===== config.mk =====
export PLATFORM = sky130hd
export DESIGN_NAME = ky32_regfile
export DESIGN_NICKNAME = d
export VERILOG_FILES = /design/src/rtl/ky32_regfile.sv
export SDC_FILE = /design/constraint.sdc
export NUM_CORES = 2
export LEC_CHECK = 0
export ABC_CLOCK_PERIOD_IN_PS = 2000
export BUFFER_PORTS_ARGS = -buffer_cell sky130_fd_sc_hd__buf_2
export CORE_MARGIN = 2
export CORE_UTILIZATION = 35
export CTS_CLUSTER_SIZE = 10
export DETAILED_ROUTE_END_ITERATION = 12
export GPL_TIMING_DRIVEN = 1
export PLACE_DENSITY_LB_ADDON = 0.05
export SLEW_MARGIN = 20
export SYNTH_ARGS = -nofsm -noshare
export SYNTH_HDL_FRONTEND = slang
export SYNTH_SLANG_ARGS = --single-unit

===== constraint.sdc =====
create_clock -name clk -period 2 [get_ports clk]
set_input_delay 0.2 -clock clk [delete_from_list [all_inputs] [get_ports clk]]
set_output_delay 0.2 -clock clk [all_outputs]
set_load 0.005 [all_outputs]

===== src/rtl/ky32_regfile.sv =====
// ky32_regfile: KY32 integer register file, NREG x XLEN, 2 combinational read ports, 1 write port,
//   plus a per-register pending scoreboard for read-after-write hazard detection at issue.
// Latency: writes and scoreboard updates take effect on the next clk rising edge; reads are combinational.
// Ports: clk/rst_n (sync active-low reset); we/waddr/wdata writeback; raddr1/2 -> rdata1/2 operands;
//   iss_valid/iss_rd mark a destination pending; pend1/2 report pending state of raddr1/2.
// Optional: define KY32_RF_BYPASS_EN for write-through of data and pending-clear to the read ports.
module ky32_regfile #(
  parameter int XLEN = 32,
  parameter int NREG = 32,
  parameter int AW   = 5    // 2**AW must equal NREG
) (
  input  logic            clk,
  input  logic            rst_n,
  input  logic            we,
  input  logic [AW-1:0]   waddr,
  input  logic [XLEN-1:0] wdata,
  input  logic [AW-1:0]   raddr1,
  input  logic [AW-1:0]   raddr2,
  output logic [XLEN-1:0] rdata1,
  output logic [XLEN-1:0] rdata2,
  input  logic            iss_valid,
  input  logic [AW-1:0]   iss_rd,
  output logic            pend1,
  output logic            pend2
);

  // Storage and scoreboard state
  logic [XLEN-1:0] regs_q [NREG];
  logic [XLEN-1:0] regs_d [NREG];
  logic [NREG-1:0] pend_q;
  logic [NREG-1:0] pend_d;

  // A write that actually lands: register 0 is never written.
  logic wr_hit;
  logic iss_hit;
  assign wr_hit  = we && (waddr != '0);
  assign iss_hit = iss_valid && (iss_rd != '0);

  // Data next state
  always_comb begin
    regs_d = regs_q;
    if (wr_hit) begin
      regs_d[waddr] = wdata;
    end
  end

  // Scoreboard next state. The issue set is applied after the writeback
  // clear so that a same-edge set/clear of one register leaves it pending.
  always_comb begin
    pend_d = pend_q;
    if (we) begin
      pend_d[waddr] = 1'b0;
    end
    if (iss_hit) begin
      pend_d[iss_rd] = 1'b1;
    end
    pend_d[0] = 1'b0;
  end

  // State registers; reset overrides any concurrent write or issue.
  always_ff @(posedge clk) begin
    if (!rst_n) begin
      for (int i = 0; i < NREG; i++) begin
        regs_q[i] <= '0;
      end
      pend_q <= '0;
    end else begin
      regs_q <= regs_d;
      pend_q <= pend_d;
    end
  end

  // Stored-state read values; register 0 reads zero regardless of storage.
  logic [XLEN-1:0] rd_stored1;
  logic [XLEN-1:0] rd_stored2;
  logic            pd_stored1;
  logic            pd_stored2;

  always_comb begin
    rd_stored1 = (raddr1 == '0) ? '0 : regs_q[raddr1];
    rd_stored2 = (raddr2 == '0) ? '0 : regs_q[raddr2];
    pd_stored1 = pend_q[raddr1];
    pd_stored2 = pend_q[raddr2];
  end

`ifdef KY32_RF_BYPASS_EN
  // Write-through: a landing write to the address being read is forwarded
  // in the same cycle, and its pending bit is seen as already cleared unless
  // a new issue to that same register arrives in this cycle.
  logic byp1;
  logic byp2;
  assign byp1 = rst_n && wr_hit && (raddr1 == waddr);
  assign byp2 = rst_n && wr_hit && (raddr2 == waddr);

  always_comb begin
    rdata1 = rd_stored1;
    rdata2 = rd_stored2;
    pend1  = pd_stored1;
    pend2  = pd_stored2;
    if (byp1) begin
      rdata1 = wdata;
      pend1  = iss_valid && (iss_rd == raddr1);
    end
    if (byp2) begin
      rdata2 = wdata;
      pend2  = iss_valid && (iss_rd == raddr2);
    end
  end
`else
  // Stored state only: new data and pending clears appear one edge later.
  always_comb begin
    rdata1 = rd_stored1;
    rdata2 = rd_stored2;
    pend1  = pd_stored1;
    pend2  = pd_stored2;
  end
`endif

endmodule


==> reports/qor.txt <==
Clock Sinks: 1055
TNS Setup: -41.64 ns
Average routed wire per standard cell: 32.2 microns
Reg2Reg Depth: 3
DR pass1 iterations: 6
Synthesized instance count: 5993
Port-buffer cells: 121
RSZ-0062 raised after global routing: yes
Arrival time at the worst endpoint: 2.59 ns
Rows: 146
Mapped Nets: 6049
TritonCTS clock tree: built
Final instance area: 71400 sq um
Die area: 162000 sq um
Die Ht: 403 microns
Vias: 49953
Sequential fraction of the synthesis area: 38.0%
Die X: 403 microns
R2r startpoint: pend_q[6]
Later-pin clock latency in the skew report: 0.78 ns
Root Buffer: clkbuf_16
Initial Util: 35.2%
Cell taking the most area after synthesis: dfxtp_1
Nets: 6388
RR Endpoint: pend_q[6]
Detailed Route WL: 273000 microns
Hold Startpoint: iss_valid
H-tree level count: 4
Placed inst area: 64300 sq um
Finished Layout Cells: 8500
Ratio of cells with drive above 1 in the final layout: 31.5%
Io pins: 122
Clock buffer depth: 3
Area share of the largest cell type after synthesis: 38.0%
Synth cell types: 37
Slack of the worst reg-to-reg path: 0.79 ns
Worst hold margin: -0.0209 ns
Pre-CTS setup slack: -1.25 ns
Hold Crit Class: in2reg
CP Max Fanout: 2
Setup Crit Path Kind: reg2out
Hold Path End: pend_q[10]
Largest net degree at the start of global routing: 103
Seq cells post-synth: 1055
Vias per cell: 5.88
Final min period: 2.79 ns
Relative slew slack: 43.1%
Gr ovfl total: 0
Detailed Route Iter0 Violations: 5088
Core area: 158000 sq um
Synthesis warning total: 0
Worst-path clk slew: 0.06 ns
Synth top area cells: dfxtp_1 (38%), mux4_2 (19%), nand2_1 (14%)
Final worst-path cycle share: 139%
Cell count after placement: 8266
Fin Clk Skew: 0 ns
Vias in the first global route: 47905
Worst EP required: 1.80 ns
Final Max Tran Viols: 0
Fmax: 359 MHz
Final RePlAce weighted congestion: 0.887
Pwr dens: 726 nW/um^2
Antenna-violating nets left: 0
Max VDD drop: 0.840 mV
First-pass GRT wire length: 382000 microns
Failing checks: negative hold slack, negative setup slack
Final Power: 51.8 mW
DP Wirelength: 181000 microns
Final setup viols: 66
Setup ws final: -0.789 ns
Syn_area_per_cell: 9.27 sq um
Synth Cell Area: 55600 sq um
Worst Tran Pin Value: 0.854 ns
Final hold violations: 1
Hold Path Depth: 5
TritonCTS Buffers: 136
GRT Overall Usage: 33.2%
Crit. End Element: output port
Status: finished with violations
Drt drc: 0
End-of-flow core utilization: 45.2%
Area growth, synth to finish: 28.5%
MaxCap Viol Count: 0
Lkg Pwr: 24.2 nW
Initial antenna violation count: 19
Startpoint types: register
-- worst max-delay path by stage --
stage | slack [ns] | end | cells past startpoint | from
after detailed placement | -1.25 | rdata2[30] | 10 | raddr2[1]
after global placement | -1.93 | rdata2[25] | 10 | raddr2[1]
after floorplan | 0.02 | pend1 | 6 | raddr1[1]
after CTS | -0.82 | rdata2[28] | 7 | regs_q[700]
after global routing | -0.82 | rdata2[23] | 5 | regs_q[311]
final | -0.79 | rdata2[23] | 5 | regs_q[311]
-- state kept, by name (all words and copies together), names as in the netlist --
signal,flops
regs_q,1024
pend_q,31
-- layout make-up --
class	instances	area, sq um
clock buffers	212	4110
inverters	2	12.5
multi-input cells	4316	34400
repair buffers	821	8710
diodes	4	10.0
well taps	2072	2590
flip-flops and latches	1055	21400
clock inverters	18	200
fillers	15014	86600
-- worst max-delay path, cell delays in order (launching register included) --
cell      delay (ns)
dfxtp_2         0.33
mux2i_1         0.08
a221oi_2        0.29
o21ai_1         0.16
a311oi_4        0.70
buf_2           0.24
-- Yosys cell counts --
cell type	number
nor3_1	2
nand3b_1	5
and3b_1	8
o21ai_1	24
nand3_1	2
a211oi_1	64
nand2b_1	2
mux2_2	66
buf_4	19
nor2b_1	99
buf_6	8
nand2_1	2051
o2111ai_1	17
inv_1	2
or3b_2	3
dfxtp_1	1055
a22oi_1	95
nor2_2	2
a21boi_0	611
a21boi_1	381
nor3b_1	8
a311oi_1	64
o21ai_0	87
mux4_2	466
mux2i_1	130
buf_2	112
or2_1	2
a221oi_1	47
o2bb2ai_1	2
and2_1	37
or3b_1	1
buf_1	4
and3_1	4
or4_1	2
clkbuf_1	476
clkbuf_4	1
nor2_1	34
-- routing by layer --
layer  vias up  part of all wire (%)  GRT usage (%)
li1      21756                     -              -
met1     25486                    44           46.7
met2      2270                    44           50.9
met3       435                   8.7           7.05
met4         6                   3.1           10.2
met5         -                 0.022              0
-- kinds of logic after synthesis --
group / after synthesis / share of synthesized area [%]
AND/OR/NAND/NOR: 2262 / 16.2
flip-flops: 1055 / 38.0
multiplexers: 662 / 22.6
buffers and inverters: 622 / 4.70
AO/OA/AOI/OAI: 1392 / 18.6
-- cell usage in the layout (no fill, tap or decap), types with 10 or more instances in the layout --
cell	instances
a211oi_2	45
a211oi_4	11
a21boi_0	611
a21boi_1	381
a221oi_1	28
a221oi_2	18
a22oi_1	85
a22oi_2	10
a311oi_2	25
a311oi_4	32
and2_1	32
buf_12	186
buf_2	81
buf_4	443
buf_6	66
clkbuf_1	42
clkbuf_16	144
clkbuf_8	27
dfxtp_1	864
dfxtp_2	188
dlygate4sd3_1	40
mux2_2	18
mux2_4	48
mux2i_1	126
mux4_2	466
nand2_1	2020
nand2_2	31
nor2_4	30
nor2b_1	66
nor2b_4	28
o21ai_0	14
o21ai_1	30
o21ai_2	37
o21ai_4	30
-- what timing repair did --
| action | CTS | global route |
|---|---|---|
| endpoints found under the hold margin | 735 | 0 |
| endpoints found under the setup margin | 66 | 67 |
| resized for setup | 495 | 244 |
| gates cloned | 0 | 0 |
| buffers inserted | 1 | 4 |
| hold buffers | 41 | 0 |
| pin swaps | 81 | 80 |
-- where the power goes --
part	leakage (nW)	internal [mW]	switching, mW
combinational	13.5	2.46	3.74
sequential	8.60	21.2	0.113
clock	2.11	14.3	10.1
No activity file was read; power rests on OpenSTA's default activity.
